## src/rtl/regfile_sequencer.sv

```systemverilog
// Multicycle phase controller for a 32x32 register file: fetch, decode/read,
// execute wait, optional memory wait, write-back, one retire per instruction.
module regfile_sequencer #(
  parameter int MULDIV_CYCLES = 4
) (
  input  logic        clk,
  input  logic        reset,
  input  logic        run,
  input  logic        fetch_done,
  input  logic [31:0] instr,
  input  logic        mem_waitrequest,
  output logic        fetch_req,
  output logic [31:0] instr_q,
  output logic        rf_active,
  output logic        valid_read,
  output logic        valid_write,
  output logic        w_en,
  output logic        reg_dst,
  output logic        mem_read,
  output logic        mem_write,
  output logic        pc_advance,
  output logic [2:0]  state,
  output logic [31:0] retired
);

  typedef enum logic [2:0] {
    S_HALT   = 3'd0,
    S_FETCH  = 3'd1,
    S_DECODE = 3'd2,
    S_EXEC   = 3'd3,
    S_MEM    = 3'd4,
    S_WB     = 3'd5
  } state_t;

  // Counter only needs to hold MULDIV_CYCLES-1; keep at least one bit.
  localparam int CW = (MULDIV_CYCLES > 1) ? $clog2(MULDIV_CYCLES) : 1;
  localparam logic [CW-1:0] MULDIV_LOAD = CW'(MULDIV_CYCLES - 1);

  state_t        state_reg, state_next;
  logic [31:0]   instr_reg, instr_next;
  logic [31:0]   retired_reg, retired_next;
  logic [CW-1:0] cnt_reg, cnt_next;

  // Instruction decode from the latched word
  logic [5:0] op;
  logic [5:0] funct;
  logic [4:0] rt;
  logic [4:0] rd;
  logic       dec_muldiv;
  logic       dec_wen;
  logic       dec_regdst;
  logic       dec_lw;
  logic       dec_sw;
  logic [4:0] dest_addr;
  logic       wb_wen;

  assign op    = instr_reg[31:26];
  assign funct = instr_reg[5:0];
  assign rt    = instr_reg[20:16];
  assign rd    = instr_reg[15:11];

  always_comb begin
    dec_muldiv = 1'b0;
    dec_wen    = 1'b0;
    dec_regdst = 1'b0;
    dec_lw     = 1'b0;
    dec_sw     = 1'b0;
    if (op == 6'h00) begin
      if (funct == 6'h18 || funct == 6'h19 || funct == 6'h1A || funct == 6'h1B) begin
        dec_muldiv = 1'b1;
      end else if (funct != 6'h08) begin
        dec_regdst = 1'b1;
        dec_wen    = 1'b1;
      end
    end else if (op >= 6'h08 && op <= 6'h0F) begin
      dec_wen = 1'b1;
    end else if (op == 6'h23) begin
      dec_wen = 1'b1;
      dec_lw  = 1'b1;
    end else if (op == 6'h2B) begin
      dec_sw = 1'b1;
    end
  end

  assign dest_addr = dec_regdst ? rd : rt;
  // Writes to $0 are suppressed but the write phase itself still runs.
  assign wb_wen    = dec_wen && (dest_addr != 5'd0);

  always_comb begin
    state_next   = state_reg;
    instr_next   = instr_reg;
    retired_next = retired_reg;
    cnt_next     = cnt_reg;
    case (state_reg)
      S_HALT: begin
        if (run) state_next = S_FETCH;
      end
      S_FETCH: begin
        if (fetch_done) begin
          instr_next = instr;
          state_next = S_DECODE;
        end
      end
      S_DECODE: begin
        cnt_next   = dec_muldiv ? MULDIV_LOAD : '0;
        state_next = S_EXEC;
      end
      S_EXEC: begin
        if (cnt_reg == '0) begin
          state_next = (dec_lw || dec_sw) ? S_MEM : S_WB;
        end else begin
          cnt_next = cnt_reg - 1'b1;
        end
      end
      S_MEM: begin
        if (!mem_waitrequest) state_next = S_WB;
      end
      S_WB: begin
        retired_next = retired_reg + 32'd1;
        state_next   = run ? S_FETCH : S_HALT;
      end
      default: state_next = S_HALT;
    endcase
  end

  always_ff @(posedge clk) begin
    if (reset) begin
      state_reg   <= S_HALT;
      instr_reg   <= '0;
      retired_reg <= '0;
      cnt_reg     <= '0;
    end else begin
      state_reg   <= state_next;
      instr_reg   <= instr_next;
      retired_reg <= retired_next;
      cnt_reg     <= cnt_next;
    end
  end

  // Moore outputs decoded from state and the latched instruction
  always_comb begin
    fetch_req   = 1'b0;
    rf_active   = 1'b0;
    valid_read  = 1'b0;
    valid_write = 1'b0;
    w_en        = 1'b0;
    mem_read    = 1'b0;
    mem_write   = 1'b0;
    pc_advance  = 1'b0;
    reg_dst     = 1'b0;
    if (state_reg != S_HALT) reg_dst = dec_regdst;
    case (state_reg)
      S_FETCH:  fetch_req = 1'b1;
      S_DECODE: begin
        rf_active  = 1'b1;
        valid_read = 1'b1;
      end
      S_EXEC:   rf_active = 1'b1;
      S_MEM: begin
        rf_active = 1'b1;
        mem_read  = dec_lw;
        mem_write = dec_sw;
      end
      S_WB: begin
        rf_active   = 1'b1;
        valid_write = 1'b1;
        pc_advance  = 1'b1;
        w_en        = wb_wen;
      end
      default: ;
    endcase
  end

  assign instr_q = instr_reg;
  assign state   = state_reg;
  assign retired = retired_reg;

endmodule

```

## config.mk

```make
export PLATFORM = sky130hd
export DESIGN_NAME = regfile_sequencer
export DESIGN_NICKNAME = d
export VERILOG_FILES = /design/src/rtl/regfile_sequencer.sv
export SDC_FILE = /design/constraint.sdc
export NUM_CORES = 1
export LEC_CHECK = 0
export ABC_AREA = 1
export CORE_MARGIN = 1
export CORE_UTILIZATION = 49
export CTS_BUF_LIST = sky130_fd_sc_hd__clkbuf_16
export DETAILED_ROUTE_END_ITERATION = 8
export PLACE_DENSITY = 0.85
export SLEW_MARGIN = 20
export SYNTH_ARGS = -nofsm -noshare
export SYNTH_HDL_FRONTEND = slang
export SYNTH_SLANG_ARGS = --single-unit
```

## constraint.sdc

```tcl
create_clock -name clk -period 3.9 [get_ports clk]
set_clock_uncertainty 0.2 [all_clocks]
set_input_delay 1.17 -clock clk [delete_from_list [all_inputs] [get_ports clk]]
set_output_delay 1.17 -clock clk [all_outputs]
set_load 0.02 [all_outputs]
```

==> results of run 1 <==
[worst paths after layout]
check              startpoint           to  slack (ns)  depth (start not counted)
setup / recovery  instr_q[30]         w_en        0.37                          7
hold / removal     instr_q[2]   instr_q[2]        0.29                          2
setup reg to reg   retired[0]  retired[22]        1.87                          8
hold reg to reg    instr_q[2]   instr_q[2]        0.29                          2
[layer usage]
metal	share of wire (%)	routed length (microns)	global-route usage, %
met5	0	0	0
met4	1.9	176	12.48
met3	9.9	945	9.833
met2	49	4637	46.49
met1	39	3741	30.34
[cell families (layout without fill, tap and decap cells)]
family,count (synthesis),in the layout,share of synthesized area [%]
fa+ha+maj,3,3,1.125
buf+inv,68,186,8.174
simple gates,275,275,35.40
compound gates,82,82,12.60
flops,69,69,41.39
xor+xnor,5,5,1.313
[power groups by stage]
stage / clock network, W / logic [W] / registers (W)
finish: 0.000937 / 0.000397 / 0.000792
detailed placement: 0 / 0.000395 / 0.000805
global route: 0.000979 / 0.000436 / 0.000797
CTS: 0.000939 / 0.000400 / 0.000791
floorplan: 0 / 0.000157 / 0.000855
global placement: 0 / 0.000388 / 0.000802
[worst max-delay path, stage by stage, from the launching register on]
cell and delay, ns:
dfxtp_1 0.33, or2_2 0.30, nor2_1 0.09, nand2_1 0.09, nor2_1 0.17, o21ai_0 0.10
nor2_1 0.11, clkdlybuf4s50_1 0.63
[cell usage in the layout (no fill, tap or decap), types with 3 or more instances in the layout]
| master | synthesis | routed |
|---|---|---|
| clkdlybuf4s50_1 | 0 | 112 |
| nand2_1 | 90 | 90 |
| nor2_1 | 130 | 130 |
| o21ai_0 | 47 | 47 |
| nand4_1 | 9 | 9 |
| ha_1 | 3 | 3 |
| a21oi_1 | 28 | 28 |
| nor3_1 | 14 | 14 |
| inv_1 | 50 | 50 |
| o21a_1 | 4 | 4 |
| nand3_1 | 15 | 15 |
| xor2_1 | 3 | 3 |
| bufinv_16 | 0 | 3 |
| clkbuf_16 | 0 | 9 |
| buf_4 | 2 | 4 |
| dfxtp_1 | 69 | 69 |
| o21ai_1 | 3 | 3 |
[layout make-up]
class / count / area share, %
multi-input combinational: 365 / 34.57
sequential: 69 / 28.37
timing repair buffer: 117 / 24.06
clock buffer: 9 / 4.626
inverter: 53 / 4.086
clock inverter: 7 / 2.313
tap: 77 / 1.979
[stage by stage]
step / instance area (sq um) / worst slack (ns)
2_1_floorplan: 3337 / 1.079
3_3_place_gp: 4531 / 0.7588
3_5_place_dp: 4531 / 0.7273
4_1_cts: 4868 / 0.3428
5_1_grt: 4868 / 0.2317
6_report: 4868 / 0.3650
==> flow_summary_export.csv, run 1 <==
group,metric,value,unit
outcome,violations,"design-rule violations",
logic_synthesis,async_flop_share,0,%
finish,multi_input_area,0.001683,sq mm
clock_tree,cts_buffers,9,
detailed_routing,drc,14,
clock_tree,h-tree-depth,3,
outcome,outcome,"finished, violations left",
clock_tree,clock_sinks,69,
clock_tree,insertion_delay,0.33,ns
clock_tree,cts_tree,"yes",
die,placementRows,29,
logic_synthesis,synth_top_cell_area_share,41.39,%
grt,grt_max_degree,42,
detailed_routing,drt-pass1-iter-count,6,
finish,fillers,502,
power,power.leakage,1.973,nW
setup_path,worst-path-max-fanout,4,
die,dieWidth,84.53,microns
timing,hold_violations,0,
die,dieArea,0.007144,sq mm
grt,grt_usage,27.23,%
logic_synthesis,synthFlopType,"dfxtp_1",
logic_synthesis,syn-cell-area,0.003337,sq mm
setup_path,crit_required,2.53,ns
placement,placedCellCount,681,
placement,dp_hpwl,6859,microns
finish,syn_to_final_growth,45.89,%
timing,maxSlewViolCount,0,
power,p_clk_share,44.1,%
die,dieHeight,84.53,microns
setup_path,critPathCaptureType,"output pin",
finish,seqCellArea,0.001381,sq mm
logic_synthesis,ys_types,32,
setup_path,cp.arrival,2.16,ns
grt,grt_first_pass_wirelength,15450,microns
logic_synthesis,synth_top_cells_by_count,"130 x nor2_1, 90 x nand2_1, 69 x dfxtp_1",
power,seqPwrFrac,37.3,%
timing,setup_violations,0,
detailed_routing,vias,3664,
die,pin_count,113,
logic_synthesis,synth_edf_count,0,
power,p_per_area,436.8,mW/mm^2
grt,grt_pass1_vias,3423,
detailed_routing,vias_per_cell,5.257,
grt,antenna_found_initial,0,
clock_tree,cts_buffer_depth,2,
power,swShare,26.87,%
die,initial_core_util,51.67,%
detailed_routing,drtIter0Drc,174,
finish,nets,655,
logic_synthesis,yosysMostFrequentCell,"nor2_1",
logic_synthesis,syn_inst,502,
finish,fin_cells,697,
grt,gr-total-overflow,0,
timing,max_freq,282.9,MHz
timing,tns,0,ns
clock_tree,cts_hold_buffers,0,
clock_tree,cts_setup_buffers,0,
power,p_int,0.001555,W
logic_synthesis,syn_nets,542,
min_path,worst_hold_path_type,"register to register",
job,max_cap_viol_count,0,
power,p_total,0.002127,W
logic_synthesis,yosysSeqAreaShare,41.39,%
logic_synthesis,syn_area_per_cell,6.647,sq um
logic_synthesis,yosysWarnings,0,
finish,insertedDiodeCount,0,
timing,max_slew_margin,63.97,%
logic_synthesis,yosys-top-cells-area,"dfxtp_1 41%, nor2_1 15%, nand2_1 10%, o21ai_0 7.0%, inv_1 5.6%",
placement,gp_congestion,0.8959,
detailed_routing,wl_per_cell,13.63,microns
clock_tree,path_clk_slew,0.06,ns
placement,numPortBuffers,112,
clock_tree,cts-root-buf,"clkbuf_16",
setup_path,worst-setup-path-type,"register to output pin",
die,core-area,0.006459,sq mm
timing,rsz0062_at_grt,"no",
logic_synthesis,yosysTopAreaCell,"dfxtp_1",
timing,hold_ws,0.2950,ns
finish,fin_util,75.38,%
timing,worstMarginPinSlew,0.5396,ns
power,peakVddDrop,0.0003121,V
logic_synthesis,ys_ff_latch,69,
power,switchingPower,0.0005715,W
finish,drive_above_1_share,5.484,%
detailed_routing,ant_nets,0,
power,comb_power_share,18.7,%
setup_path,cp-start-kind,"register",
timing,finalCriticalPeriod,3.535,ns
clock_tree,cts_resized,0,
timing,finalCritPeriodShare,90.64,%
detailed_routing,finalWirelength,9501,microns
(Power assumes the default switching activity.)
==> inputs of run 2 (changes only) <==
--- a/config.mk
+++ b/config.mk
@@ -10,6 +10,7 @@
 export CORE_UTILIZATION = 49
 export CTS_BUF_LIST = sky130_fd_sc_hd__clkbuf_16
 export DETAILED_ROUTE_END_ITERATION = 8
+export GPL_ROUTABILITY_DRIVEN = 1
 export PLACE_DENSITY = 0.85
 export SLEW_MARGIN = 20
 export SYNTH_ARGS = -nofsm -noshare
==> results of run 2 <==
The final DEF is identical to that of run 1; final timing and power are the same.
==> inputs of run 3 (changes only) <==
--- a/config.mk
+++ b/config.mk
@@ -6,6 +6,8 @@
 export NUM_CORES = 1
 export LEC_CHECK = 0
 export ABC_AREA = 1
+export ABC_CLOCK_PERIOD_IN_PS = 3900
+export CAP_MARGIN = 20
 export CORE_MARGIN = 1
 export CORE_UTILIZATION = 49
 export CTS_BUF_LIST = sky130_fd_sc_hd__clkbuf_16
==> results of run 3 <==
The final DEF is identical to that of run 1; final timing and power are the same.
==> patch: new RTL, settings of run 2 <==
The parameter `MULDIV_CYCLES` goes from 4 to 8.
--- a/src/rtl/regfile_sequencer.sv
+++ b/src/rtl/regfile_sequencer.sv
@@ -1,7 +1,7 @@
 // Multicycle phase controller for a 32x32 register file: fetch, decode/read,
 // execute wait, optional memory wait, write-back, one retire per instruction.
 module regfile_sequencer #(
-  parameter int MULDIV_CYCLES = 4
+  parameter int MULDIV_CYCLES = 8
 ) (
   input  logic        clk,
   input  logic        reset,
Function: changed (a bounded check fails within 10 cycles, from zero or initial values and one cycle with reset high).
==> patch against run 2 <==
- the run still ends with design-rule violations left
- setup slack worse by 51 ps
- final area shrank 2.0%
- count of clock-buffer cells in the layout stayed put
- power is 4.9% lower
- synthesized area unchanged
- routed wire length fell by 5.5%
- synthesized cell count decreased by 4.2%
- sequential cell count grew 1
- critical endpoint unchanged
- largest cell class unchanged
==> patch: results (changes against run 2) <==
Run status: finished with violations
Failing checks: design-rule violations
P_sw: 572 uW (+0.16%)
Mapped Avg Cell Area: 6.94 um2 (+4.4%)
Reg2reg end: instr_q[25]
Compound-gate portion of the synthesized area: 13.4% (+0.79 points)
Worst IR drop on VDD: 0.282 mV (-9.7%)
Worst Tran Pin Value: 740 ps (+200 ps)
R2R Setup Slk: 1760 ps (-110 ps)
Leakage: 0.00179 uW (-9.1%)
Drt wl/cell: 13.3 um (-2.6%)
# nets final: 635 (-3.1%)
Worst hold path class: register to register
Worst Min Path Start: retired[10]
Via count: 3,529 (-3.7%)
Reg2reg path depth: 7 (-1)
Arr. time, crit path: 2220 ps (+60 ps)
Finished Layout Cells: 676 (-3.0%)
HPWL after DPL: 6.53 mm (-4.7%)
Seq/Total Area, Yosys: 42.0% (+0.60 points)
GRT Total Usage: 25.9% (-1.4 points)
Vias in the first global route: 3,214 (-6.1%)
Top post-synthesis cells by area: dfxtp_1 (42%), nor2_1 (12%), nand2_1 (8.5%)
Synth cell count leaders: nor2_1 (109), nand2_1 (76), dfxtp_1 (70)
H-tree depth: 3 (unchanged)
Longest Clk Path Bufs: 2 (unchanged)
Dpl cells: 660 (-3.1%)
Syn nets: 522 (-3.7%)
FF-to-FF Start: state[1]
Adder-cell share of the synthesized area: 1.50% (+0.37 points)
First-pass GRT wire length: 14.8 mm (-4.1%)
1st-iter DRT viols: 254 (+46%)
DRC Markers: 13 (-1)
XOR/XNOR Fraction of Synth Area: 1.05% (-0.26 points)
Largest net degree at the start of global routing: 38 (-9.5%)
Hold Crit Endpoint: retired[10]
patch: cell count changes after synthesis, sizes merged, moves of 4 or more:
cell,delta
nand3,+11
nand2,-14
o21a,-4
inv,-6
nor2,-16
nand4,+4
patch: layout make-up:
type / count / area, um2
Clock buffer: 9 / 225
Clock inverter: 7 / 56.3
Fill cell: 526 / 1690
Inverter: 47 / 176
Multi-Input combinational cell: 350 / 1660
Sequential cell: 70 / 1400
Tap cell: 77 / 96.3
Timing Repair Buffer: 116 / 1150
patch: stage by stage:
step | hold slack (ps) | total power (uW) | area, um2 | setup slack, ps
after floorplan | 302 | 1080 | 3340 | 1160
after global placement | 253 | 1250 | 4490 | 714
after detailed placement | 261 | 1260 | 4490 | 649
after CTS | 271 | 2030 | 4770 | 302
after global routing | 287 | 2120 | 4770 | 97.7
final | 269 | 2020 | 4770 | 314
patch: power groups by stage:
stage | sequential [uW] | combinational, uW | clock, uW
after floorplan | 880 | 198 | 0
after global placement | 823 | 426 | 0
after detailed placement | 828 | 435 | 0
after CTS | 814 | 438 | 781
after global routing | 820 | 482 | 821
final | 814 | 438 | 771
patch: how the worst max path moves through the flow:
stage / start / endpoint / slack (ps) / depth (start not counted)
after floorplan: instr_q[28] / w_en / 1160 / 7
after global placement: instr_q[28] / w_en / 710 / 8
after detailed placement: instr_q[28] / w_en / 650 / 8
after CTS: instr_q[28] / w_en / 300 / 8
after global routing: instr_q[28] / w_en / 100 / 8
final: instr_q[28] / w_en / 310 / 8
patch: layer usage:
layer  wire (um)  GRT usage [%]  part of all wire [%]  vias to the layer above
met5           0              0                     0                        -
met3         475           5.60                   5.3                       15
met2        4310           42.9                    48                      107
met1        4030           33.3                    45                     1622
li1            -              -                     -                     1785
met4         162           9.24                   1.8                        0
patch: critical path: stages, from the launching register on:
cell	delay (ps)
dfxtp_1	330
nor2_1	100
nand3_1	80
nor3_1	350
nand2_1	150
nand3_1	100
nand2_1	50
nor2_1	110
clkdlybuf4s50_1	610
patch: cells by family after synthesis:
logic type | Yosys count
and+or+nand+nor | 255
AOI/OAI and AO/OA | 87
DFF | 70
buffers and inverters | 61
xor gates and xnor gates | 4
adders and majority gates | 4
